File: src/rtl/ram_pkg.sv
// Shared widths, depth and FSM state type for the dual-port RAM responder.
`ifndef ADDR_WIDTH
`define ADDR_WIDTH 4
`endif
`ifndef DATA_WIDTH
`define DATA_WIDTH 8
`endif

package ram_pkg;
  localparam int unsigned RAM_ADDR_WIDTH = `ADDR_WIDTH;
  localparam int unsigned RAM_DATA_WIDTH = `DATA_WIDTH;
  localparam int unsigned DEPTH          = 1 << RAM_ADDR_WIDTH;

  typedef enum logic {
    INIT  = 1'b0,
    READY = 1'b1
  } ram_state_e;
endpackage

File: src/rtl/ram_dp_responder_if.sv
// Dual-port RAM interface: one write port, one read port, plus status strobes.
interface ram_dp_responder_if #(
  parameter int unsigned ADDR_WIDTH = ram_pkg::RAM_ADDR_WIDTH,
  parameter int unsigned DATA_WIDTH = ram_pkg::RAM_DATA_WIDTH
) ();
  logic                  wr_enb;
  logic [ADDR_WIDTH-1:0] wr_addr;
  logic [DATA_WIDTH-1:0] wr_data;
  logic                  rd_enb;
  logic [ADDR_WIDTH-1:0] rd_addr;
  logic [DATA_WIDTH-1:0] rd_data;
  logic                  rd_valid;
  logic                  init_done;
  logic                  busy_err;

  modport master (
    output wr_enb, wr_addr, wr_data, rd_enb, rd_addr,
    input  rd_data, rd_valid, init_done, busy_err
  );

  modport slave (
    input  wr_enb, wr_addr, wr_data, rd_enb, rd_addr,
    output rd_data, rd_valid, init_done, busy_err
  );
endinterface

File: src/rtl/ram_dp_array.sv
// Plain storage array: one write port, one synchronous read port, no reset.
module ram_dp_array #(
  parameter int unsigned ADDR_WIDTH = 4,
  parameter int unsigned DATA_WIDTH = 8
) (
  input  logic                  clk,
  input  logic                  i_we,
  input  logic [ADDR_WIDTH-1:0] i_waddr,
  input  logic [DATA_WIDTH-1:0] i_wdata,
  input  logic                  i_re,
  input  logic [ADDR_WIDTH-1:0] i_raddr,
  output logic [DATA_WIDTH-1:0] o_rdata
);
  localparam int unsigned WORDS = 1 << ADDR_WIDTH;

  logic [DATA_WIDTH-1:0] r_mem [WORDS];
  logic [DATA_WIDTH-1:0] r_rdata;

  // Read returns the pre-write word on a collision; the responder bypasses it.
  always_ff @(posedge clk) begin
    if (i_we) r_mem[i_waddr] <= i_wdata;
    if (i_re) r_rdata <= r_mem[i_raddr];
  end

  assign o_rdata = r_rdata;
endmodule

File: src/rtl/ram_dp_responder.sv
// Memory-side responder: post-reset clear sweep, registered reads with valid,
// write-first collision bypass and busy-error strobe.
module ram_dp_responder #(
  parameter int unsigned ADDR_WIDTH = ram_pkg::RAM_ADDR_WIDTH,
  parameter int unsigned DATA_WIDTH = ram_pkg::RAM_DATA_WIDTH,
  parameter logic [DATA_WIDTH-1:0] INIT_VALUE = '0
) (
  input logic               clk,
  input logic               rst,
  ram_dp_responder_if.slave bus
);
  import ram_pkg::*;

  localparam int unsigned WORDS = 1 << ADDR_WIDTH;
  localparam logic [ADDR_WIDTH-1:0] LAST_ADDR = ADDR_WIDTH'(WORDS - 1);

  ram_state_e            r_state, w_state_nxt;
  logic [ADDR_WIDTH-1:0] r_ptr, w_ptr_nxt;
  logic                  r_init_done, w_init_done_nxt;

  logic                  w_mem_we;
  logic [ADDR_WIDTH-1:0] w_mem_waddr;
  logic [DATA_WIDTH-1:0] w_mem_wdata;
  logic                  w_rd_accept;
  logic                  w_collide;
  logic                  w_busy;
  logic [DATA_WIDTH-1:0] w_arr_q;

  logic                  r_rd_valid;
  logic                  r_busy_err;
  logic                  r_rd_zero;
  logic                  r_use_byp;
  logic [DATA_WIDTH-1:0] r_byp_data;

  // State register.
  always_ff @(posedge clk) begin
    if (rst) begin
      r_state     <= INIT;
      r_ptr       <= '0;
      r_init_done <= 1'b0;
    end else begin
      r_state     <= w_state_nxt;
      r_ptr       <= w_ptr_nxt;
      r_init_done <= w_init_done_nxt;
    end
  end

  // Next state, write mux (sweep vs. user), read accept and busy detect.
  always_comb begin
    w_state_nxt     = r_state;
    w_ptr_nxt       = r_ptr;
    w_init_done_nxt = r_init_done;
    w_mem_we        = 1'b0;
    w_mem_waddr     = r_ptr;
    w_mem_wdata     = INIT_VALUE;
    w_rd_accept     = 1'b0;
    w_collide       = 1'b0;
    w_busy          = 1'b0;
    if (!rst) begin
      case (r_state)
        INIT: begin
          w_mem_we  = 1'b1;
          w_ptr_nxt = r_ptr + ADDR_WIDTH'(1);
          w_busy    = bus.wr_enb | bus.rd_enb;
          if (r_ptr == LAST_ADDR) begin
            w_state_nxt     = READY;
            w_init_done_nxt = 1'b1;
          end
        end
        READY: begin
          w_mem_we    = bus.wr_enb;
          w_mem_waddr = bus.wr_addr;
          w_mem_wdata = bus.wr_data;
          w_rd_accept = bus.rd_enb;
          w_collide   = bus.rd_enb & bus.wr_enb & (bus.wr_addr == bus.rd_addr);
        end
        default: w_state_nxt = INIT;
      endcase
    end
  end

  // Read/status registers; rd_data holds between reads and reads 0 after reset.
  always_ff @(posedge clk) begin
    if (rst) begin
      r_rd_valid <= 1'b0;
      r_busy_err <= 1'b0;
      r_rd_zero  <= 1'b1;
      r_use_byp  <= 1'b0;
      r_byp_data <= '0;
    end else begin
      r_rd_valid <= w_rd_accept;
      r_busy_err <= w_busy;
      if (w_rd_accept) begin
        r_rd_zero <= 1'b0;
        r_use_byp <= w_collide;
      end
      if (w_collide) r_byp_data <= bus.wr_data;
    end
  end

  ram_dp_array #(
    .ADDR_WIDTH (ADDR_WIDTH),
    .DATA_WIDTH (DATA_WIDTH)
  ) u_array (
    .clk     (clk),
    .i_we    (w_mem_we),
    .i_waddr (w_mem_waddr),
    .i_wdata (w_mem_wdata),
    .i_re    (w_rd_accept),
    .i_raddr (bus.rd_addr),
    .o_rdata (w_arr_q)
  );

  assign bus.rd_data   = r_rd_zero ? '0 : (r_use_byp ? r_byp_data : w_arr_q);
  assign bus.rd_valid  = r_rd_valid;
  assign bus.init_done = r_init_done;
  assign bus.busy_err  = r_busy_err;
endmodule

File: src/flat_wrapper.sv
// flat-port wrapper written by rule: the top's interface ports become plain ports
module ram_dp_responder_flat import ram_pkg::*;
#(
  parameter int unsigned ADDR_WIDTH = ram_pkg::RAM_ADDR_WIDTH,
  parameter int unsigned DATA_WIDTH = ram_pkg::RAM_DATA_WIDTH,
  parameter logic [DATA_WIDTH-1:0] INIT_VALUE = '0
)
  (clk, rst, bus_wr_enb, bus_wr_addr, bus_wr_data, bus_rd_enb, bus_rd_addr, bus_rd_data, bus_rd_valid, bus_init_done, bus_busy_err);
  ram_dp_responder_if #(.ADDR_WIDTH(ADDR_WIDTH), .DATA_WIDTH(DATA_WIDTH)) bus_i ();
  input logic clk;
  input logic rst;
  input wire logic [$bits(bus_i.wr_enb)-1:0] bus_wr_enb;
  input wire logic [$bits(bus_i.wr_addr)-1:0] bus_wr_addr;
  input wire logic [$bits(bus_i.wr_data)-1:0] bus_wr_data;
  input wire logic [$bits(bus_i.rd_enb)-1:0] bus_rd_enb;
  input wire logic [$bits(bus_i.rd_addr)-1:0] bus_rd_addr;
  output wire logic [$bits(bus_i.rd_data)-1:0] bus_rd_data;
  output wire logic [$bits(bus_i.rd_valid)-1:0] bus_rd_valid;
  output wire logic [$bits(bus_i.init_done)-1:0] bus_init_done;
  output wire logic [$bits(bus_i.busy_err)-1:0] bus_busy_err;
  assign bus_i.wr_enb = bus_wr_enb;
  assign bus_i.wr_addr = bus_wr_addr;
  assign bus_i.wr_data = bus_wr_data;
  assign bus_i.rd_enb = bus_rd_enb;
  assign bus_i.rd_addr = bus_rd_addr;
  assign bus_rd_data = bus_i.rd_data;
  assign bus_rd_valid = bus_i.rd_valid;
  assign bus_init_done = bus_i.init_done;
  assign bus_busy_err = bus_i.busy_err;
  ram_dp_responder #(.ADDR_WIDTH(ADDR_WIDTH), .DATA_WIDTH(DATA_WIDTH), .INIT_VALUE(INIT_VALUE)) u_core (.clk(clk), .rst(rst), .bus(bus_i));
endmodule
File: config.mk
export PLATFORM = sky130hd
export DESIGN_NAME = ram_dp_responder_flat
export DESIGN_NICKNAME = d
export VERILOG_FILES = /design/src/rtl/ram_pkg.sv /design/src/rtl/ram_dp_responder_if.sv /design/src/rtl/ram_dp_array.sv /design/src/rtl/ram_dp_responder.sv /design/src/flat_wrapper.sv
export SDC_FILE = /design/constraint.sdc
export NUM_CORES = 1
export LEC_CHECK = 0
export BUFFER_PORTS_ARGS = -buffer_cell sky130_fd_sc_hd__buf_2
export CORE_MARGIN = 2
export CORE_UTILIZATION = 50
export CTS_BUF_LIST = sky130_fd_sc_hd__clkbuf_4 sky130_fd_sc_hd__clkbuf_8
export DETAILED_ROUTE_END_ITERATION = 12
export GPL_ROUTABILITY_DRIVEN = 0
export PLACE_DENSITY = 0.73
export RECOVER_POWER = 25
export SETUP_SLACK_MARGIN = 0.3
export SLEW_MARGIN = 25
export SYNTH_ARGS = -nofsm -noshare
export SYNTH_HDL_FRONTEND = slang
export SYNTH_SLANG_ARGS = --single-unit
File: constraint.sdc
create_clock -name clk -period 5 [get_ports clk]
set_input_delay 1 -clock clk [delete_from_list [all_inputs] [get_ports clk]]
set_output_delay 1 -clock clk [all_outputs]
set_load 0.02 [all_outputs]
---- Word level (Yosys, flattened, before mapping) ----
Memory sizes are Yosys's and may differ from the RTL's. A register that Yosys moved wholly into a read port is not among the register bits.
Index checks and enable logic that the tools add are counted.
storage, ports and cells
  register bits ........................... 18
  bits in writable memories ............... 128
  input bits .............................. 20
  output and inout port bits .............. 11
  logic and storage cells ................. 34
  memories kept ........................... 1
operators by class
  add/sub/neg operators ................... 1
  equality and inequality tests ........... 2
  mux-type cells .......................... 16
  bitwise logic cells ..................... 4
  reductions and logical operators ........ 2
memories
  name                  words  width  rd ports  clocked after Yosys merged registers in  write ports  RTL line            text
  u_core.u_array.r_mem  16     8      1         1                                        1            ram_dp_array.sv:16  logic [DATA_WIDTH-1:0] r_mem [WORDS];
operators by type and width
  cell                                                           number
  8-bit two-way mux                                              4
  1-bit two-way mux                                              9
  4-bit two-way mux                                              2
  4-bit by 1-bit adder with 4-bit output, second input constant  1
  4-bit equality test                                            1
  4-bit equality test, second input constant                     1
  1-bit bitwise AND                                              2
  1-bit one-hot mux with 2 select lines                          1
  2-bit AND reduction                                            1
  2-bit OR reduction                                             1
  1-bit NOT                                                      1
  1-bit OR                                                       1

---- Logic depth before layout (Yosys ltp) ----
Gate-level depths: netlist (run 1).
  depth after elaboration ................. 5
  mapped depth ............................ 8

---- By module ----
A second synthesis (run 1) with hierarchy kept.
second synthesis, totals
  cells, all modules ...................... 342
  area, all modules ....................... 6185.9 um2
modules (own cells, without submodules)
  module            times used  cells an instance  area each (um2)
  ram_dp_array      1           229                5227.5
  ram_dp_responder  1           113                958.4

---- Least setup slack after synthesis (run 1) ----
Ideal clock, no wire load.
  kind .................................... input to register
  start point ............................. input rst
  end point ............................... memory u_core.u_array.r_mem[1][0], enable pin
  arrival time ............................ 2010 ps
  required time ........................... 4630 ps
  slack ................................... 2620 ps
  stages on the path ...................... 5
  buffers on the path ..................... 2
  cell sequence ........................... nor2b_2 buf_6 clkbuf_1 a31oi_1 nor2_1
between the ends
  word-level cells in the longest chain between the ends .. 3
  elaborated cells between the ends (all ways) .. 4
RTL lines
  item                                     RTL line                text
  start: declaration                       flat_wrapper.sv:11      input logic rst;
  1-bit two-way mux                        ram_dp_responder.sv:59  if (!rst) begin
  1-bit two-way mux                        ram_dp_array.sv:21      if (i_we) r_mem[i_waddr] <= i_wdata;
  1-bit two-way mux (implied by the code)  ram_dp_array.sv:21
  end: declaration                         ram_dp_array.sv:16
Parallel ways exist; a longest one is shown, timed or not.

---- Worst setup path after layout (run 1) ----
  start point ............................. input rst
  end point ............................... memory u_core.u_array.r_mem[10][3], enable pin
Same word-level chain as after synthesis.

==> flow_summary_export.csv, run 1 <==
group,metric,value,unit
cts,worstSkewPairLatency,430,ps
sta,hold_ws,477.7,ps
yosys,yosysMostFrequentCell,"edfxtp_1",
yosys,synth_top_family_by_area,"multiplexers",
yosys,synth.distinct_cells,40,
worst_setup_path,worstPathRequired,5060,ps
sta,setup_viol,0,
yosys,synthArstFlopShare,0,
sta,max_freq,290.3,MHz
yosys,synth_warnings,0,
global_route,gr-total-overflow,0,
placement,pre_cts_slack,1709,ps
worst_setup_path,crit_path_end_kind,"flip-flop",
yosys,yosysTopAreaCell,"edfxtp_1",
yosys,yosys_most_used_dff,"edfxtp_1",
cts,cts_tree,"built",
yosys,yosys-top-cells-count,"edfxtp_1 (136), mux2i_1 (50), nor2_1 (36), dfxtp_1 (18)",
yosys,synth_area_leaders,"edfxtp_1 (65%), mux2i_1 (7.9%), dfxtp_1 (5.7%), mux4_2 (4.6%), nor2_1 (2.1%)",
yosys,synth_compound_area_frac,0.04687,
drt,wl,12.29,mm
global_route,grt_antenna_before_repair,0,
yosys,synth-seq-cells,154,
cts,clockRootBuffer,"clkbuf_8",
placement,hpwlAfterDp,8.308,mm
power_and_ir_drop,peakVddDrop,0.0001515,V
global_route,grt_max_degree,41,
yosys,yosys-mux-area-fraction,0.1402,
cts,cts_made_buffers,17,
drt,drt_iter0_markers,419,
worst_setup_path,cp_slowest_cell,"nor2b_1",
yosys,syn-cell-area,6300,um^2
worst_setup_path,path_class,"input port to flip-flop",
sta,tns,0,ps
final_layout,synthToLayoutAreaGrowth,9.494,%
final_layout,stdcell_count,601,
global_route,grt_use_total,0.1906,
floorplanning,rows,41,
final_layout,antenna_cells,0,
sta,hold_viol,0,
sta,skew,11.94,ps
cts,cts.reportedPaths.clkPinSlew,80,ps
sta,tightest_slew,1317,ps
yosys,synthAdderAreaFrac,0.001986,
sta,fin_crit_sh,0.6889,
worst_setup_path,cpPeakStageDelay,1000,ps
yosys,syn_nets,411,
yosys,synthCells,390,
final_layout,nets,437,
power_and_ir_drop,p_per_area,359.4,nW/um^2
worst_setup_path,critPathTopFamily,"simple AND/OR/NAND/NOR gates",
worst_setup_path,cp.buffers_inverters,1,
cts,clock_sinks,154,
final_layout,seq_area,4444,um^2
worst_setup_path,cp.arrival,3500,ps
worst_setup_path,crit_chain,"clkbuf_1 > nor2b_1 > mux2i_1 > nand2_1 > nor2_1",
placement,io_buffers,30,
floorplanning,die_h,116.2,um
drt,wl_per_cell,20.45,um
drt,drt_first_pass_iters,7,
cts,clockBufferDepth,2,
global_route,grt_pass1_wl,18.51,mm
global_route,grt_pass1_vias,3345,
floorplanning,floorplan.io_pins,31,
status,status,"complete, no violations",
sta,rsz0062_at_grt,"no",
yosys,netlist.area_leader.share,0.6483,
floorplanning,die-width,116.2,um
placement,postPlaceCellArea,6492,um^2
cts,htree_levels,4,
worst_setup_path,startpoint_type,"input port",
power_and_ir_drop,power.leakage,0.002484,uW
floorplanning,start_util,0.5054,
final_layout,nFillCells,964,
yosys,synth_xor_area_frac,0.009732,
cts,cts_resized,0,
sta,drv_slew,0,
placement,dp_cells,569,
sta,post-route-min-period,3445,ps
yosys,ys_seq_area_frac,0.7055,
drt,ant_nets,0,
drt,vias,3389,
final_layout,fin_area,6898,um^2
sta,setup_slack,1555,ps
drt,drc,0,
yosys,yosys.area_share.simple,0.06475,
job,maxCapViolations,0,
min_path,hold_path_class,"flip-flop to flip-flop",
final_layout,drive_above_1_share,0.1702,
final_layout,multiInputGateArea,1658,um^2
drt,via_per_inst,5.639,
sta,slew-limit-headroom,0.1220,
yosys,synth_edf_count,136,
floorplanning,dieArea,13510,um^2
cts,cts_post_setup_buffers_inserted,0,
yosys,syn_area_per_cell,16.15,um^2
worst_setup_path,worstPathMaxFanout,20,
floorplanning,fp.coreArea,12470,um^2
cts,hold_buffers,0,
## layer usage
| metal | share of wire | global-route usage | wire (um) |
|---|---|---|---|
| met5 | 0 | 0 | 0 |
| met4 | 0.024 | 0.08095 | 291 |
| met3 | 0.076 | 0.03633 | 932 |
| met2 | 0.48 | 0.3070 | 5945 |
| met1 | 0.42 | 0.2570 | 5122 |
## per-stage QoR
stage,util,power (uW)
floorplan,-,1522
finish,0.5533,2479
global route,0.5533,2553
global placement,0.5208,1549
CTS,0.5538,2493
detailed placement,0.5208,1553
## area by class of cell
class / instances / share of cell area
Tap cell: 172 / 0.03120
Timing Repair Buffer: 31 / 0.02231
Clock inverter: 11 / 0.02050
Inverter: 4 / 0.002177
Clock buffer: 21 / 0.03918
Sequential cell: 154 / 0.6443
Multi-Input combinational cell: 208 / 0.2403
## worst register-to-register path, cell delays in order (launching register included)
cell     delay, ps
dfxtp_1        540
nor2b_1        950
mux2i_1        360
nand2_1        200
nor2_1         580
## state kept, by name, indices dropped and copies added, names as in the netlist
register	cells
u_core.u_array.r_mem	128
u_core.r_state	1
u_core.r_use_byp	1
u_core.r_byp_data	8
u_core.bus.rd_valid	1
u_core.r_ptr	4
u_core.u_array.o_rdata	8
u_core.r_rd_zero	1
u_core.bus.busy_err	1
u_core.bus.init_done	1
## path summary, 6_finish.rpt
| path | end | slack (ps) | depth (start not counted) | start |
|---|---|---|---|---|
| worst min register to register | u_core.bus.init_done | 480 | 2 | u_core.bus.init_done |
| worst max-delay path | u_core.u_array.r_mem[10][3] | 1560 | 5 | rst |
| worst min-delay path | u_core.bus.init_done | 480 | 2 | u_core.bus.init_done |
| worst max register to register | u_core.u_array.r_mem[10][3] | 2010 | 4 | u_core.r_state |
## placed cells by master (no fill, tap or decap), types with 2 or more instances in the layout
cell type,instances
mux4_1,3
buf_4,2
a31oi_1,6
bufinv_16,3
xnor2_1,5
nor2b_1,4
inv_4,3
inv_1,4
mux4_2,13
clkinv_2,3
and2_0,3
nor2_1,36
a21oi_1,10
clkbuf_1,5
edfxtp_1,136
clkbuf_8,18
mux2i_1,50
and2_1,7
nand3_1,17
buf_2,24
nand2_1,6
nor3_1,2
o21ai_0,15
clkbuf_4,3
nor3b_1,2
xor2_1,2
a22oi_1,17
dfxtp_1,18
## cells by family (layout without fill, tap and decap cells)
family                     after synthesis  in the layout
xor gates and xnor gates                 7              7
muxes                                   67             67
buffers and inverters                   28             67
DFF                                    154            154
adders and majority gates                1              1
AOI/OAI and AO/OA                       49             49
and+or+nand+nor                         84             84
## power by group
group / internal [uW] / leakage, uW / switching [uW]
Clock: 524 / 0.000219 / 432
Sequential: 1400 / 0.00151 / 7.62
Combinational: 47.1 / 0.000750 / 71.7
Power figures use the tool's default switching activity.
==> run 2: changes to the inputs <==
PLACE_DENSITY = 0.76   (was 0.73)
clock period = 2.9 ns   (was 5 ns; I/O delays follow)
==> run 2 against run 1 <==
Final area is 1.9% higher. First-iteration DRC count is 20% lower. Worst setup slack worse by 1200 ps. Clock skew decreased by 1.7 ps. Critical path depth is the same. Non-clock buffer count is 10 higher. Largest cell class unchanged. Critical endpoint is now u_core.u_array.o_rdata[3]. Largest power group unchanged. Hold slack got worse by 77 ps. Global-route usage barely moved. Via count up 0.47%. Cell count is 1.7% higher.
==> flow_summary_export.csv, run 2 (synthesis gave the netlist of run 1 again) <==
group,metric,value,unit
final_layout,fin_area,7025,um^2
sta,hold_viol,0,
final_layout,drive_above_1_share,0.1891,
sta,post-route-min-period,2555,ps
cts,cts_resized,0,
global_route,busiest_layer,"met2",
power_and_ir_drop,power.leakage,0.002555,uW
drt,ant_nets,0,
floorplanning,die-width,116.2,um
floorplanning,die_h,116.2,um
final_layout,largest_reg_flops,128,
floorplanning,dieArea,13510,um^2
global_route,grtUsageMet2,0.2911,
worst_setup_path,worstPathRequired,3080,ps
worst_setup_path,crit_path_end_kind,"flip-flop",
drt,vias,3405,
final_layout,final_cell_mix,"edfxtp_1 (136), mux2i_1 (50), nor2_1 (36), buf_2 (26), clkbuf_8 (21)",
cts,clockRootBuffer,"clkbuf_8",
final_layout,synthToLayoutAreaGrowth,11.52,%
sta,tightest_slew,1353,ps
power_and_ir_drop,p_per_area,632.3,nW/um^2
cts,cts.reportedPaths.clkPinSlew,80,ps
placement,pre_cts_slack,181.0,ps
drt,wl_per_cell,20.33,um
placement,postPlaceCellArea,6580,um^2
min_path,hold_path_class,"input port to flip-flop",
drt,drt_iter0_markers,335,
cts,clockBufferDepth,2,
cts,cts_made_buffers,17,
global_route,grt_max_degree,21,
worst_setup_path,startpoint_type,"input port",
global_route,gr-total-overflow,0,
final_layout,top_register,"u_core.u_array.r_mem",
cts,cts_tree,"built",
floorplanning,rows,41,
sta,fin_crit_sh,0.8810,
cts,cts_post_setup_buffers_inserted,0,
worst_setup_path,cp.arrival,2730,ps
floorplanning,start_util,0.5054,
cts,hold_buffers,0,
final_layout,nFillCells,941,
sta,skew,10.25,ps
sta,rsz0062_at_grt,"no",
global_route,met3_usage,0.04670,
placement,hpwlAfterDp,8.114,mm
drt,drc,0,
cts,clock_sinks,154,
sta,drv_slew,0,
worst_setup_path,path_class,"input port to flip-flop",
worst_setup_path,reg2reg_slack,390,ps
sta,setup_viol,0,
sta,slew-limit-headroom,0.09820,
floorplanning,floorplan.io_pins,31,
sta,setup_slack,345.1,ps
final_layout,nets,447,
cts,htree_levels,4,
job,maxCapViolations,0,
final_layout,final_common_cell,"edfxtp_1",
global_route,grt_pass1_vias,3239,
global_route,grt_pass1_wl,18.29,mm
drt,via_per_inst,5.573,
sta,tns,0,ps
power_and_ir_drop,peakVddDrop,0.0003308,V
cts,worstSkewPairLatency,440,ps
worst_setup_path,worstPathMaxFanout,18,
floorplanning,fp.coreArea,12470,um^2
global_route,use_met1,0.2600,
sta,max_freq,391.4,MHz
global_route,grt_antenna_before_repair,0,
global_route,grt_use_total,0.1907,
final_layout,antenna_cells,0,
placement,io_buffers,30,
drt,drt_first_pass_iters,5,
status,status,"complete, no violations",
drt,wl,12.42,mm
[run 2: cell count changes in the layout (fill, tap and decap cells not counted), sizes merged]
cell    before  now
clkinv       4    2
buf         26   36
bufinv       3    4
inv          8    5
clkbuf      26   30
[run 2: power breakdown]
| group | internal [uW] | leakage [uW] | switching, uW |
|---|---|---|---|
| Sequential | 2410 | 0.00151 | 11.3 |
| Clock | 1070 | 0.000238 | 737 |
| Combinational | 88.0 | 0.000803 | 128 |
| Total | 3570 | 0.00256 | 876 |
[run 2: routing by layer]
layer / routed length [um] / up-vias / share of wire
met5: 0 / - / 0
met4: 457 / 0 / 0.037
met3: 707 / 24 / 0.057
met2: 5755 / 118 / 0.46
met1: 5502 / 1692 / 0.44
li1: - / 1571 / -
[run 2: area by class of cell]
| cell class | instances | area, um^2 | share of cell area |
|---|---|---|---|
| flip-flops and latches | 154 | 4444 | 0.6326 |
| repair buffers | 41 | 236.5 | 0.03366 |
| clock inverters | 7 | 140.1 | 0.01995 |
| multi-input cells | 208 | 1655 | 0.2356 |
| clock buffers | 25 | 319.1 | 0.04541 |
| inverters | 4 | 15.01 | 0.002137 |
| well taps | 172 | 215.2 | 0.03063 |
[run 2: worst paths after layout]
| kind | start | end | depth (start not counted) |
|---|---|---|---|
| max | bus_rd_addr[1] | u_core.u_array.o_rdata[3] | 5 |
| min | bus_wr_data[5] | u_core.r_byp_data[5] | 3 |
| max reg2reg | u_core.r_state | u_core.u_array.r_mem[3][0] | 4 |
| min reg2reg | u_core.bus.init_done | u_core.bus.init_done | 2 |
[run 2: critical path, cell delays in order]
cell and delay (ps):
clkbuf_1 960, nor2b_1 600, a22oi_1 250, nand3_1 210, o21ai_0 120
[run 2: metrics by stage]
| stage | hold WS, ps | util | instances | total power, uW |
|---|---|---|---|---|
| after floorplan | 453.5 | - | 390 | 2624 |
| after global placement | 458.0 | 0.5279 | 579 | 2678 |
| after detailed placement | 463.4 | 0.5279 | 579 | 2686 |
| after CTS | 365.2 | 0.5647 | 611 | 4467 |
| after global routing | 381.3 | 0.5636 | 611 | 4581 |
| final | 400.6 | 0.5636 | 611 | 4442 |
==> run 3: changes to the inputs <==
ABC_AREA = 1   (was unset)
RECOVER_POWER = 50   (was 25)
==> run 3 against run 2 <==
Critical path type unchanged. Synthesized cell count increased by 61%. First-iteration DRC count up 66%. Die area grew 2.8%. Register-to-register slack better by 230 ps.
==> flow_summary_export.csv, run 3 <==
group,metric,value,unit
status,status,"complete, no violations",
final_layout,nets,696,
cts,cts.reportedPaths.clkPinSlew,80,ps
sta,post-route-min-period,2358,ps
sta,slew-limit-headroom,0.2456,
global_route,grt_max_degree,44,
power_and_ir_drop,peakVddDrop,0.0002834,V
sta,drv_slew,0,
worst_setup_path,rr_startpoint,"u_core.r_state",
drt,wl,14.84,mm
drt,drt-met1-wl,5.990,mm
sta,setup_viol,0,
cts,clockBufferDepth,2,
power_and_ir_drop,p_switching,946.8,uW
floorplanning,start_util,0.5137,
yosys,synth_edf_count,136,
final_layout,top_register,"u_core.u_array.r_mem",
floorplanning,floorplan.io_pins,31,
drt,met3WireLength,1.496,mm
yosys,syn_area_per_cell,10.32,um^2
worst_setup_path,crit_chain,"buf_2 > inv_2 > nand2_1 > nand2_1 > o21ai_0 > inv_1 > nand3_1 > nor2_1",
power_and_ir_drop,p_int,3228,uW
yosys,synth_warnings,0,
cts,cts_post_setup_buffers_inserted,0,
floorplanning,rows,41,
yosys,synthCells,628,
drt,via_per_inst,5.422,
power_and_ir_drop,pwr-share-comb,0.062,
yosys,ys_seq_area_frac,0.6856,
floorplanning,die-width,117.9,um
global_route,grt_pass1_vias,4417,
power_and_ir_drop,seqPwrFrac,0.579,
cts,cts_tree,"built",
sta,hold_ws,375.2,ps
job,maxCapViolations,0,
sta,hold_viol,0,
global_route,gr-total-overflow,0,
final_layout,final_cell_mix,"nand2_1 (175), edfxtp_1 (136), nor2_1 (100), nand3_1 (63), o21ai_0 (37)",
cts,worstSkewPairLatency,450,ps
worst_setup_path,startpoint_type,"input port",
final_layout,drive_above_1_share,0.1235,
placement,postPlaceCellArea,6909,um^2
final_layout,fin_area,7236,um^2
yosys,yosys-top-cells-count,"nand2_1 (173), edfxtp_1 (136), nor2_1 (99), nand3_1 (63), o21ai_0 (37)",
yosys,netlist.area_leader.share,0.6300,
yosys,yosys_most_used_dff,"edfxtp_1",
yosys,synth_area_leaders,"edfxtp_1 (63%), nand2_1 (10%), nor2_1 (5.7%), dfxtp_1 (5.6%), nand3_1 (4.9%)",
placement,io_buffers,30,
yosys,syn_nets,649,
sta,fin_crit_sh,0.8130,
floorplanning,fp.coreArea,12620,um^2
drt,highest_layer,"met4",
drt,drt_first_pass_iters,5,
final_layout,largest_reg_flops,128,
worst_setup_path,cp.buffers_inverters,3,
yosys,yosysMostFrequentCell,"nand2_1",
cts,cts_resized,0,
placement,hpwlAfterDp,9.611,mm
min_path,hold_path_class,"input port to flip-flop",
floorplanning,dieArea,13890,um^2
worst_setup_path,cpPeakStageDelay,550,ps
drt,wl_per_cell,17.25,um
cts,clock_sinks,154,
final_layout,antenna_cells,0,
cts,hold_buffers,0,
power_and_ir_drop,netSwitchingFraction,0.2268,
worst_setup_path,crit_path_start,"rst",
yosys,synth.distinct_cells,22,
final_layout,final_common_cell,"nand2_1",
cts,clockRootBuffer,"clkbuf_8",
worst_setup_path,path_class,"input port to flip-flop",
cts,cts_made_buffers,17,
worst_setup_path,worstPathRequired,2990,ps
worst_setup_path,cp_slowest_cell,"nor2_1",
drt,drt_iter0_markers,557,
worst_setup_path,critPathTopFamily,"simple AND/OR/NAND/NOR gates",
yosys,syn-cell-area,6482,um^2
sta,rsz0062_at_grt,"no",
worst_setup_path,cp_common_cell,"nand2_1",
final_layout,synthToLayoutAreaGrowth,11.62,%
global_route,grt_antenna_before_repair,0,
worst_setup_path,cp.arrival,2450,ps
yosys,synthArstFlopShare,0,
drt,ant_nets,0,
yosys,yosysTopAreaCell,"edfxtp_1",
global_route,grt_use_total,0.2228,
drt,vias,4663,
sta,skew,11.46,ps
drt,drc,0,
global_route,grt_pass1_wl,23.31,mm
worst_setup_path,crit_path_end_kind,"flip-flop",
floorplanning,die_h,117.9,um
sta,tightest_slew,1132,ps
power_and_ir_drop,p_per_area,577.0,nW/um^2
yosys,synth-seq-cells,154,
final_layout,final_util,0.5734,
worst_setup_path,worstPathMaxFanout,18,
sta,max_freq,424.2,MHz
min_path,holdCritStartpoint,"rst",
cts,htree_levels,4,
power_and_ir_drop,power.share.clock,0.359,
sta,tns,0,ps
power_and_ir_drop,power.leakage,0.002949,uW
drt,dr_wl_met2,6.764,mm
[run 3: changes by cell type after synthesis, sizes merged, moves of 5 or more]
cell | before | now
o211ai | 0 | 11
inv | 4 | 37
buf | 19 | 14
mux2i | 50 | 0
o21ai | 16 | 40
nor2 | 36 | 102
a22oi | 17 | 0
and2 | 10 | 0
nand2 | 7 | 177
nand3 | 17 | 63
xnor2 | 5 | 0
a31oi | 6 | 0
mux4 | 16 | 0
clkbuf | 5 | 15
[run 3: cell type report]
class / instances / area, um^2
clock inverter: 15 / 133.9
fill: 1085 / 5384
multi-input combinational: 408 / 1750
inverter: 37 / 138.9
tap: 172 / 215.2
sequential: 154 / 4444
timing repair buffer: 57 / 319.1
clock buffer: 17 / 234.0
[run 3: power by group through the flow]
stage / Sequential [uW] / Combinational [uW] / Clock [uW]
2_1_floorplan: 2460 / 177 / 0
3_3_place_gp: 2460 / 247 / 0
3_5_place_dp: 2470 / 252 / 0
4_1_cts: 2420 / 254 / 1510
5_1_grt: 2420 / 285 / 1600
6_report: 2420 / 260 / 1500
[run 3: through the flow]
| step | worst slack [ps] | total power [uW] | std cells |
|---|---|---|---|
| 3_3_place_gp | 445.8 | 2710 | 828 |
| 3_5_place_dp | 286.7 | 2717 | 828 |
| 4_1_cts | 771.0 | 4181 | 860 |
| 2_1_floorplan | 803.5 | 2641 | 628 |
| 5_1_grt | 331.4 | 4305 | 860 |
| 6_report | 542.4 | 4175 | 860 |
[run 3: path summary, 6_finish.rpt]
check	to	slack (ps)	cells past startpoint
max reg2reg	u_core.u_array.r_mem[15][5]	620	6
min reg2reg	u_core.bus.init_done	480	2
max	u_core.u_array.r_mem[15][5]	540	8
min	u_core.r_use_byp	380	2
[run 3: kinds of logic after synthesis]
| family | after synthesis | share of synthesized area |
|---|---|---|
| buffers and inverters | 66 | 0.04324 |
| adder cells (fa/ha/maj) | 1 | 0.001930 |
| flip-flops | 154 | 0.6856 |
| AO/OA/AOI/OAI | 63 | 0.05404 |
| AND/OR/NAND/NOR | 344 | 0.2152 |
[run 3: metal layers]
| metal | GRT usage | vias to the layer above |
|---|---|---|
| met5 | 0 | - |
| met4 | 0.1137 | 0 |
| met3 | 0.05329 | 54 |
| met2 | 0.3354 | 300 |
| met1 | 0.3035 | 2102 |
| li1 | - | 2207 |
